## src/rtl/gcd_ctrl.sv

```systemverilog
// Control FSM for a subtract-based 16-bit GCD datapath.
// It loads A and B from data_in, then subtracts the smaller operand from the larger until A==B or the iteration budget runs out.
module gcd_ctrl #(
  parameter int CNT_W    = 16,
  parameter int MAX_ITER = 65535
) (
  input  logic             clk,
  input  logic             rst_n,
  input  logic             start,
  input  logic             lt,
  input  logic             gt,
  input  logic             eq,
  output logic             lda,
  output logic             ldb,
  output logic             sel1,
  output logic             sel2,
  output logic             sel_in,
  output logic             busy,
  output logic             done,
  output logic             err,
  output logic [CNT_W-1:0] iter_count
);

  typedef enum logic [2:0] {
    S_IDLE, S_LOAD_A, S_LOAD_B, S_CMP, S_SUB_A, S_SUB_B, S_DONE, S_ERR
  } state_e;

  localparam logic [CNT_W-1:0] MAX_CNT = CNT_W'(MAX_ITER);

  state_e           state_q, state_d;
  logic [CNT_W-1:0] cnt_q, cnt_d;

  always_ff @(posedge clk) begin
    if (!rst_n) begin
      state_q <= S_IDLE;
      cnt_q   <= '0;
    end else begin
      state_q <= state_d;
      cnt_q   <= cnt_d;
    end
  end

  // The budget check comes before the gt/lt checks. This keeps the counter from passing MAX_ITER, so it never wraps.
  always_comb begin
    state_d = state_q;
    cnt_d   = cnt_q;
    lda     = 1'b0;
    ldb     = 1'b0;
    sel1    = 1'b0;
    sel2    = 1'b0;
    sel_in  = 1'b0;
    busy    = 1'b1;
    done    = 1'b0;
    err     = 1'b0;
    unique case (state_q)
      S_IDLE: begin
        busy = 1'b0;
        if (start) begin
          state_d = S_LOAD_A;
          cnt_d   = '0;
        end
      end
      S_LOAD_A: begin
        lda     = 1'b1;
        sel_in  = 1'b1;
        state_d = S_LOAD_B;
      end
      S_LOAD_B: begin
        ldb     = 1'b1;
        sel_in  = 1'b1;
        state_d = S_CMP;
      end
      S_CMP: begin
        if (eq)                  state_d = S_DONE;
        else if (cnt_q == MAX_CNT) state_d = S_ERR;
        else if (gt)             state_d = S_SUB_A;
        else if (lt)             state_d = S_SUB_B;
        else                     state_d = S_ERR;
      end
      S_SUB_A: begin
        lda     = 1'b1;
        sel2    = 1'b1;
        cnt_d   = cnt_q + CNT_W'(1);
        state_d = S_CMP;
      end
      S_SUB_B: begin
        ldb     = 1'b1;
        sel1    = 1'b1;
        cnt_d   = cnt_q + CNT_W'(1);
        state_d = S_CMP;
      end
      S_DONE: begin
        done    = 1'b1;
        state_d = S_IDLE;
      end
      S_ERR: begin
        err     = 1'b1;
        state_d = S_IDLE;
      end
      default: state_d = S_IDLE;
    endcase
  end

  assign iter_count = cnt_q;

endmodule

```

## config.mk

```make
export PLATFORM = sky130hd
export DESIGN_NAME = gcd_ctrl
export DESIGN_NICKNAME = d
export VERILOG_FILES = /design/src/rtl/gcd_ctrl.sv
export SDC_FILE = /design/constraint.sdc
export NUM_CORES = 1
export LEC_CHECK = 0
export BUFFER_PORTS_ARGS = -buffer_cell sky130_fd_sc_hd__buf_2
export CAP_MARGIN = 10
export CORE_UTILIZATION = 46
export CTS_CLUSTER_DIAMETER = 80
export DETAILED_ROUTE_END_ITERATION = 8
export MAX_ROUTING_LAYER = met4
export PLACE_DENSITY = 0.82
export SLEW_MARGIN = 25
export SYNTH_ARGS = -nofsm -noshare
export SYNTH_HDL_FRONTEND = slang
export SYNTH_SLANG_ARGS = --single-unit
```

## constraint.sdc

```tcl
create_clock -name clk -period 1.4 [get_ports clk]
set_input_delay 0.35 -clock clk [delete_from_list [all_inputs] [get_ports clk]]
set_output_delay 0.35 -clock clk [all_outputs]
set_load 0.005 [all_outputs]
```

Word level (Yosys, flattened, before mapping)
Cells that the tools add are included.
{"block": "totals", "reg_bits": 19, "in_bits": 6, "out_inout_bits": 24, "elab_cells": 37}
{"block": "classes", "n_addsub": 1, "eq_ne": 9, "n_mux": 16, "n_reduce_logical": 9}
{"op": "$pmux W16 S2", "count": 1}
{"op": "$add A16 B1 Y16 const B", "count": 1}
{"op": "$eq A16 B16 Y1 const B", "count": 1}
{"op": "$mux W16", "count": 1}
{"op": "$pmux W3 S5", "count": 1}
{"op": "$eq A3 B3 Y1 const B", "count": 4}
{"op": "$reduce_or A2 Y1", "count": 5}
{"op": "$mux W1", "count": 8}
{"op": "$mux W2", "count": 4}
{"op": "$eq A3 B2 Y1 const B", "count": 2}
{"op": "$eq A3 B1 Y1 const B", "count": 1}
{"op": "$logic_not A3 Y1", "count": 1}
{"op": "$mux W3", "count": 1}
{"op": "$reduce_or A3 Y1", "count": 1}
{"op": "$ne A2 B2 Y1 const B", "count": 1}
{"op": "$reduce_and A2 Y1", "count": 1}
{"op": "$reduce_bool A2 Y1", "count": 1}

Longest topological paths before layout
{"block": "logic_depth", "word_depth": 5, "mapped_depth": 5, "depth_no_buf": 5}

Worst setup path after synthesis
Ideal clock, no wire load.
{"block": "synth_path", "path_type": "flip-flop to flip-flop", "start": "register cnt_q[0] (netlist: iter_count[0])", "end": "register cnt_q[6] (netlist: iter_count[6])", "setup_time_ns": 0.065, "t_arrival_ns": 1.496, "t_required_ns": 1.335, "path_slack_ns": -0.161, "stages_incl_launch_ff": 6, "synth_period_minus_slack_ns": 1.561, "path_cell_list": "dfxtp_1 > ha_1 > nand3_1 > nor3_1 > mux2_2 > nor2_1"}
{"block": "synth_between", "elab_chain_len": 2}
{"item": "start: declaration", "line_no": "31", "text": "logic [CNT_W-1:0] cnt_q, cnt_d;"}
{"item": "start signal: assignment", "line_no": "39", "text": "cnt_q <= cnt_d;"}
{"item": "$add A16 B1 Y16", "line_no": "83, 89"}
{"item": "$pmux W16 S2", "line_no": "55", "text": "unique case (state_q)"}
Every way passes these cells.
A chain may end at the register's enable or synchronous reset.

Final worst setup path
{"block": "layout_path", "start": "register state_q[1]", "end": "output port busy"}
{"block": "layout_between", "elab_chain_len": 2}
{"item": "start: declaration", "line_no": "30", "text": "state_e state_q, state_d;"}
{"item": "start signal: assignment", "line_no": "38", "text": "state_q <= state_d;"}
{"item": "$logic_not A3 Y1", "line_no": "55"}
{"item": "$mux W1", "line_no": "55"}
{"item": "end: declaration", "line_no": "18", "text": "output logic busy,"}
Every way passes these cells.

==> run summary <==
core region area - 2210 um2
crit share post-route - 118%
ANT nets after route - 0
r2r setup slk - -0.21 ns
most area-consuming cells after synthesis - dfxtp_1 (35%), nor2_1 (7.3%), mux2_2 (5.2%)
first-pass GRT wire length - 5950 um
Longest Clk Path Bufs - 2
Vias/cell - 5.92
CTS clk-pin slew, worst paths - 0.12 ns
asr flop ratio synth - 0%
Met2 Wirelength - 2130 um
CTS Root Cell - clkbuf_4
Area Overhead vs Synth - 60.3%
Avg WL per Cell - 18.8 um
worst slew pin tran - 0.525 ns
sw frac - 33.8%
Max VDD drop - 0.843 mV
CP max stage delay - 0.37 ns
internal power - 907 uW
Clock Skews - 0.00832 ns
Fmax - 0.607 GHz
wirelength, routed - 4180 um
Critical Path, Cell by Cell - buf_6 -> or3_1 -> buf_2
top layer in use - met4
Seq pwr share - 42.2%
largest net degree at the start of global routing - 14
# Max-Cap Violations - 0
cell taking the most area after synthesis - dfxtp_1
routed via count - 1320
drt first-iter violations - 40
vias in the first global route - 1255
crit path DAT - 1.30 ns
failing checks - setup timing
CP endpoint kind - output port
WL met3 - 213 um
n_diodes - 0
Die Span X - 50.5 um
CTS buffer count - 3
CTS H-tree lvls - 1
syn_area_per_cell - 8.00 um2
Syn Inst Count - 135
ys flop type - dfxtp_1
most frequent cell after synthesis - nor2_1
clk_lat worst skew - 0.32 ns
Top Ports - 30
CP max FO - 2
Setup-failing EPs final - 22
Leakage - 0.000788 uW
# hold bufs at CTS - 0
DRT Pass-1 Iters - 4
combinational fraction of design power - 35.1%
post-synth top area share - 35.2%
Final Worst Setup Slack - -0.246 ns
total grt overflow - 0
Cell Area, Synth - 1080 um2
gpl congestion - 0.858
nets@finish - 203
GR Util All Layers - 32.6%
detailed placement HPWL - 2140 um
IO buf count - 29
Sink Count - 19
share of layout cells above drive strength 1 - 56.9%
clock network power share - 22.7%
initial core utilization - 48.8%
final hold violation count - 0
fin crit period - 1.65 ns
Crit-path slowest cell - dfxtp_4
crit path kind - reg -> out
Rel. slew slack - 65.0%
Switch Pwr - 464 uW
DRC - 0
unrepaired setup endpoints after global routing - yes
DIE HEIGHT - 50.5 um
post-synth net total - 142
startpoint types - register
Unique masters post-synth - 39
CTS tree - yes
P per Cell Area - 792 nW/um2
initial antenna violation count - 0
number of synthesized register bits - 19
die footprint - 2550 um2
sequential share of the synthesized area - 35.2%
outcome - complete, but fails checks
HP Class - in -> reg
final slew viol count - 0
M1 WL - 1620 um
Worst Path Required - 1.05 ns
FP Rows - 17
total power - 1370 uW
number of synthesized flops with an enable pin - 0
Total Neg Setup Slack - -2.91 ns
YS warnings - 0
synth cell count leaders - nor2_1 (21), dfxtp_1 (19), nand2_1 (12)
## area by class of cell
class                      instances  area (um2)
tap                               28        35.0
fill                             141         482
multi-input combinational        106         815
sequential                        19         395
timing repair buffer              63         447
clock inverter                     1        5.00
inverter                           3        11.3
clock buffer                       3        22.5
## sequential cells by signal (all words and copies together), names as in the netlist
register,count
iter_count,16
state_q,3
## worst max-delay path: cells and delay by family (launching register included)
kind	cells	cell delay (ns)
buffers and inverters	2	0.25
DFF	1	0.37
and+or+nand+nor	1	0.37
## routing by layer
layer  vias to the layer above  track usage (%)
met5                         -                -
met4                         0             13.4
met3                        27             3.03
met2                        62             57.3
met1                       631             37.7
li1                        600                -
## timing repair
action	CTS	global route
gates cloned	1	0
setup endpoints to repair	15	23
pin swaps	12	8
resized for setup	28	20
hold endpoints to repair	0	0
setup buffers	10	4
## per-stage QoR
stage | cell area [um2] | utilization, % | setup WS (ns) | std cells | hold slack [ns]
after detailed placement | 1400 | 63.4 | -0.0771 | 205 | 0.504
after CTS | 1620 | 73.4 | -0.230 | 220 | 0.222
after global placement | 1400 | 63.4 | -0.0157 | 205 | 0.488
after floorplan | 1110 | - | -0.00125 | 135 | 0.451
final | 1730 | 78.2 | -0.246 | 223 | 0.230
after global routing | 1730 | 78.2 | -0.268 | 223 | 0.246
## power by group through the flow
stage / logic (uW) / registers (uW) / clock network (uW)
after global routing: 509 / 582 / 320
after detailed placement: 328 / 594 / 0
after floorplan: 208 / 590 / 0
final: 481 / 579 / 311
after CTS: 437 / 575 / 290
after global placement: 317 / 592 / 0
## placed cells by master, fill, tap and decap left out, types with 5 or more instances in the layout
| cell | count |
|---|---|
| nand2b_1 | 5 |
| buf_6 | 11 |
| buf_4 | 25 |
| buf_2 | 27 |
| nor2_1 | 16 |
| nand3_2 | 5 |
| a21oi_1 | 5 |
| nand2_1 | 7 |
| dfxtp_1 | 11 |
| dfxtp_2 | 6 |
## worst paths after layout
check | start | end | depth (start not counted)
worst min-delay path | gt | state_q[0] | 2
worst max-delay path | state_q[1] | busy | 3
worst max register to register | state_q[2] | iter_count[5] | 6
worst min register to register | iter_count[14] | iter_count[14] | 2
## kinds of logic (layout without fill, tap and decap cells)
kind of cell	Yosys count	after routing	synth area share, %
simple gates	74	74	36.5
compound gates	21	21	13.0
fa+ha+maj	1	1	1.16
buf+inv	10	70	4.52
flops	19	19	35.2
mux	8	8	8.00
xor+xnor	2	2	1.62
(Power assumes the default switching activity.)
